### src/rtl/dmem_arbiter_pkg.sv
// Shared types and defaults for the data-RAM port-2 arbiter.
package dmem_arbiter_pkg;

    typedef enum logic {
        CPU_PRI   = 1'b0,
        DMA_BURST = 1'b1
    } arb_state_t;

    typedef enum logic {
        OWN_CPU = 1'b0,
        OWN_DMA = 1'b1
    } owner_t;

    localparam int unsigned DEF_STARVE_LIMIT = 4;
    localparam int unsigned DEF_MAX_BURST    = 4;

endpackage

### src/rtl/dmem_rd_return.sv
// One-stage read-owner register steering synchronous RAM read data back to its issuer.
module dmem_rd_return
    import dmem_arbiter_pkg::*;
#(
    parameter int unsigned DATA_W = 32
) (
    input  logic              clk,
    input  logic              rst,
    input  logic              gnt,
    input  owner_t            owner,
    input  logic              we,
    input  logic [DATA_W-1:0] ram_rdata,
    output logic              cpu_rvalid,
    output logic [DATA_W-1:0] cpu_rdata,
    output logic              dma_rvalid,
    output logic [DATA_W-1:0] dma_rdata
);

    logic   rd_pending;
    owner_t rd_owner;

    always_ff @(posedge clk) begin
        if (rst) begin
            rd_pending <= 1'b0;
            rd_owner   <= OWN_CPU;
        end else begin
            rd_pending <= gnt & ~we;
            rd_owner   <= owner;
        end
    end

    // Gating with rst drops a response whose reset arrives in its return cycle.
    always_comb begin
        cpu_rvalid = rd_pending & ~rst & (rd_owner == OWN_CPU);
        dma_rvalid = rd_pending & ~rst & (rd_owner == OWN_DMA);
        cpu_rdata  = cpu_rvalid ? ram_rdata : '0;
        dma_rdata  = dma_rvalid ? ram_rdata : '0;
    end

endmodule

### src/rtl/dmem_arbiter.sv
// CPU-priority arbiter for the data RAM port with starvation-forced, bounded DMA bursts.
module dmem_arbiter
    import dmem_arbiter_pkg::*;
#(
    parameter int unsigned ADDR_W       = 11,
    parameter int unsigned DATA_W       = 32,
    parameter int unsigned STARVE_LIMIT = DEF_STARVE_LIMIT,
    parameter int unsigned MAX_BURST    = DEF_MAX_BURST
) (
    input  logic              clk,
    input  logic              rst,
    input  logic              cpu_req,
    input  logic              cpu_we,
    input  logic [ADDR_W-1:0] cpu_addr,
    input  logic [DATA_W-1:0] cpu_wdata,
    output logic              cpu_gnt,
    output logic              cpu_stall,
    output logic              cpu_rvalid,
    output logic [DATA_W-1:0] cpu_rdata,
    input  logic              dma_req,
    input  logic              dma_we,
    input  logic [ADDR_W-1:0] dma_addr,
    input  logic [DATA_W-1:0] dma_wdata,
    input  logic              dma_last,
    output logic              dma_gnt,
    output logic              dma_rvalid,
    output logic [DATA_W-1:0] dma_rdata,
    output logic [ADDR_W-1:0] ram_addr,
    output logic              ram_we,
    output logic [DATA_W-1:0] ram_wdata,
    input  logic [DATA_W-1:0] ram_rdata
);

    localparam int unsigned SW = $clog2(STARVE_LIMIT + 1);
    localparam int unsigned BW = $clog2(MAX_BURST + 1);
    localparam logic [SW-1:0] STARVE_MAX = SW'(STARVE_LIMIT);
    localparam logic [BW-1:0] BEAT_LAST  = BW'(MAX_BURST - 1);

    arb_state_t    state, state_next;
    logic [SW-1:0] starve_cnt, starve_next;
    logic [BW-1:0] beat_cnt, beat_next;

    always_ff @(posedge clk) begin
        if (rst) begin
            state      <= CPU_PRI;
            starve_cnt <= '0;
            beat_cnt   <= '0;
        end else begin
            state      <= state_next;
            starve_cnt <= starve_next;
            beat_cnt   <= beat_next;
        end
    end

    always_comb begin
        state_next = state;
        beat_next  = beat_cnt;
        cpu_gnt    = 1'b0;
        dma_gnt    = 1'b0;
        if (!rst) begin
            unique case (state)
                CPU_PRI: begin
                    if (starve_cnt == STARVE_MAX && dma_req) begin
                        dma_gnt = 1'b1;
                        if (!dma_last && MAX_BURST > 1) begin
                            state_next = DMA_BURST;
                            beat_next  = BW'(1);
                        end
                    end else if (cpu_req) begin
                        cpu_gnt = 1'b1;
                    end else if (dma_req) begin
                        dma_gnt = 1'b1;
                    end
                end
                DMA_BURST: begin
                    // beat_cnt holds beats already granted, so BEAT_LAST means this is beat MAX_BURST.
                    if (dma_req) begin
                        dma_gnt = 1'b1;
                        if (dma_last || beat_cnt == BEAT_LAST) begin
                            state_next = CPU_PRI;
                            beat_next  = '0;
                        end else begin
                            beat_next = beat_cnt + BW'(1);
                        end
                    end else begin
                        cpu_gnt    = cpu_req;
                        state_next = CPU_PRI;
                        beat_next  = '0;
                    end
                end
                default: begin
                    state_next = CPU_PRI;
                    beat_next  = '0;
                end
            endcase
        end
    end

    always_comb begin
        starve_next = starve_cnt;
        if (dma_gnt) begin
            starve_next = '0;
        end else if (dma_req && starve_cnt != STARVE_MAX) begin
            starve_next = starve_cnt + SW'(1);
        end
    end

    always_comb begin
        ram_we    = 1'b0;
        ram_addr  = '0;
        ram_wdata = '0;
        if (dma_gnt) begin
            ram_we    = dma_we;
            ram_addr  = dma_addr;
            ram_wdata = dma_wdata;
        end else if (cpu_gnt) begin
            ram_we    = cpu_we;
            ram_addr  = cpu_addr;
            ram_wdata = cpu_wdata;
        end
    end

    assign cpu_stall = cpu_req & ~cpu_gnt;

    dmem_rd_return #(
        .DATA_W(DATA_W)
    ) u_rd_return (
        .clk       (clk),
        .rst       (rst),
        .gnt       (cpu_gnt | dma_gnt),
        .owner     (dma_gnt ? OWN_DMA : OWN_CPU),
        .we        (ram_we),
        .ram_rdata (ram_rdata),
        .cpu_rvalid(cpu_rvalid),
        .cpu_rdata (cpu_rdata),
        .dma_rvalid(dma_rvalid),
        .dma_rdata (dma_rdata)
    );

endmodule

### config.mk
export PLATFORM = sky130hd
export DESIGN_NAME = dmem_arbiter
export DESIGN_NICKNAME = d
export VERILOG_FILES = /design/src/rtl/dmem_arbiter_pkg.sv /design/src/rtl/dmem_rd_return.sv /design/src/rtl/dmem_arbiter.sv
export SDC_FILE = /design/constraint.sdc
export NUM_CORES = 1
export LEC_CHECK = 0
export BUFFER_PORTS_ARGS = -buffer_cell sky130_fd_sc_hd__buf_2
export CORE_AREA = 4 4 89 91
export DETAILED_ROUTE_END_ITERATION = 16
export DIE_AREA = 0 0 93 95
export HOLD_SLACK_MARGIN = 0.12
export SETUP_SLACK_MARGIN = 0.3
export SKIP_LAST_GASP = 1
export SLEW_MARGIN = 20
export SYNTH_ARGS = -nofsm -noshare
export SYNTH_HDL_FRONTEND = slang
export SYNTH_SLANG_ARGS = --single-unit
### constraint.sdc
create_clock -name clk -period 2.4 [get_ports clk]
set_input_delay 0.48 -clock clk [delete_from_list [all_inputs] [get_ports clk]]
set_output_delay 0.48 -clock clk [all_outputs]
set_load 0.02 [all_outputs]
==> impl_metrics.ini <==
[route]
drtAntennaViolNets = 0
avgViaCountPerCell = 4.42
firstDrtPassIters = 4
drcViolationCount = 0
drtIter0Drc = 39
via_count = 2298
wl_mm = 8.14
route.detailed.wl_per_inst_um = 15.7

[die]
core-area_um2 = 7140
row_count = 31
die_area_um2 = 8840
initial_utilization = 0.192
die_w_um = 93
fp.dieH_um = 95
io_pins = 238

[yosys]
synth-edff-count = 0
syn-cell-area_um2 = 1370
ys_ff_latch = 9
syn_nets = 304
ys_warn_count = 0
ys_seq_area_frac = 0.131
ys.flop_type = dfxtp_1
synth_cell_types = 31
synth_area_leader_cell = and2_1
syn_area_per_cell_um2 = 7.85
yosysMostFrequentCell = and2_1
netlist_instances = 175
synth_common_cells = 64 x and2_1, 36 x a22o_1, 9 x a22o_2, 9 x dfxtp_1, 9 x inv_1
synth_area_leaders = and2_1 29%, a22o_1 23%, dfxtp_1 13%, a22o_2 6.6%, ha_1 3.6%
synthArstFlopShare = 0
synth_top_area_frac = 0.291

[pwr]
powerDensity_nw_per_um2 = 252
pwr-share-clk = 0.217
p_int_mw = 0.534
p_seq_frac = 0.188
power_frac_comb = 0.594
switching_share = 0.358
ir_drop_uv = 145
p_sw_mw = 0.298
power_leakage_nw = 1.90

[cts]
cts_tree = built
cts.sinks = 9
cts_buffers = 3
clockBufferDepth = 2
clock_latency_ns = 0.23
clk_root_buffer_cell = clkbuf_8
ctsHoldBuffers = 0
h-tree-depth = 1
clk_pin_slew_worst_paths_ns = 0.05

[finish]
fin_nets = 551
area_growth_pct = 141
final_area_um2 = 3300
drive_above_1_share = 0.667
n_antenna_cell = 0
final_cell_count_no_fill = 520

[outcome]
run_status = finished, final reports clean

[global_routing]
grt_pass1_wl_mm = 10.9
grt_use_total = 0.154
first_global_vias = 2139
grt_max_degree = 34
gr-total-overflow = 0
antenna_found_initial = 0

[placed_design]
dp.cells = 501
gp_congestion = 0.760
place_ws_ns = 0.162
postPlaceCellArea_um2 = 2650
numPortBuffers = 237
dpl.hpwl_mm = 6.36

[setup_path]
arrival_ns = 1.81
cp_max_fo = 8
worst_setup_path_end_kind = output port
path_cells = inv_2 -> ha_4 -> a21oi_4 -> buf_6 -> a211oi_4 -> buf_6 -> clkbuf_16 -> a22o_1 -> buf_6
worstSetupStartpointType = flop
worst_ep_required_time_ns = 1.92
crit_type = reg2out
path_buf_inv = 5
cp_common_cell = buf_6
worst_path_largest_cell_delay_ns = 0.32
critPathTopFamily = buffers and inverters
ff2ff_setup_slack_ns = 0.79
slowest_stage = dfxtp_2

[sta]
finalHoldViolations = 0
max_freq_mhz = 437
fin_ws_ns = 0.113
drv_slew = 0
worst_pin_slew_ns = 0.426
relSlewSlack = 0.713
fin_crit_ns = 2.29
fin_setup_tns_ns = 0
clock-skew-final_ns = 0.00448
rsz0062_at_grt = yes
setup_viol = 0
hold_ws_ns = 0.495
fin_crit_sh = 0.953

[worst_hold_path]
hp-class = reg2reg

[job]
cap_violations = 0
==> repair_timing <==
item / in CTS / in global routing
gates resized for setup: 75 / 41
cloned: 4 / 2
pin swaps: 9 / 28
setup buffers: 7 / 2
endpoints found under the setup margin: 80 / 54
==> path summary, 6_finish.rpt <==
check                 from                     end  cells after the start
max          starve_cnt[1]           ram_wdata[18]                      9
min            beat_cnt[0]             beat_cnt[0]                      1
max reg2reg  starve_cnt[1]  u_rd_return.rd_pending                      9
min reg2reg    beat_cnt[0]             beat_cnt[0]                      1
==> layer usage <==
metal / up-vias / wire length, µm / track usage
met2: 146 / 4280 / 0.290
met1: 1022 / 2870 / 0.173
li1: 1124 / - / -
met3: 6 / 887 / 0.0375
met5: - / 0 / 0
met4: 0 / 100 / 0.0379
==> state kept, by name, indices dropped and copies added, names as in the netlist <==
signal / flops
starve_cnt: 3
state: 1
u_rd_return.rd_owner: 1
beat_cnt: 3
u_rd_return.rd_pending: 1
==> cell usage in the layout (no fill, tap or decap), types with 2 or more instances in the layout <==
cell / instances
nor3_1: 2
a22o_1: 36
dfxtp_2: 2
buf_2: 191
clkbuf_16: 2
a21oi_1: 3
ha_1: 3
inv_1: 7
nor2_1: 4
dfxtp_1: 7
inv_2: 2
and2_1: 64
buf_8: 2
buf_4: 14
a22o_4: 5
clkbuf_8: 3
buf_12: 3
a22o_2: 4
buf_16: 4
buf_6: 42
==> through the flow <==
stage,power [mW],utilization
global route,0.877,0.463
floorplan,0.346,-
CTS,0.794,0.433
finish,0.832,0.463
global placement,0.531,0.371
detailed placement,0.535,0.371
==> kinds of logic after synthesis <==
group,synth area share
AND/OR/NAND/NOR,0.342
AO/OA/AOI/OAI,0.382
buffers and inverters,0.0947
flip-flops,0.131
adder cells (fa/ha/maj),0.0364
XOR/XNOR,0.00638
multiplexers,0.00729
==> area by class of cell <==
| cell class | instances | area, µm² |
|---|---|---|
| clock buffer | 4 | 45.0 |
| timing repair buffer | 258 | 1780 |
| sequential | 9 | 183 |
| inverter | 9 | 33.8 |
| fill | 748 | 3830 |
| tap | 99 | 124 |
| multi-input combinational | 141 | 1130 |
==> power groups by stage <==
stage	clock network (mW)	registers, mW	logic, mW
2_1_floorplan	0	0.159	0.187
4_1_cts	0.183	0.157	0.454
3_3_place_gp	0	0.159	0.371
6_report	0.181	0.157	0.495
5_1_grt	0.191	0.157	0.528
3_5_place_dp	0	0.160	0.375
No activity file was read; power rests on OpenSTA's default activity.
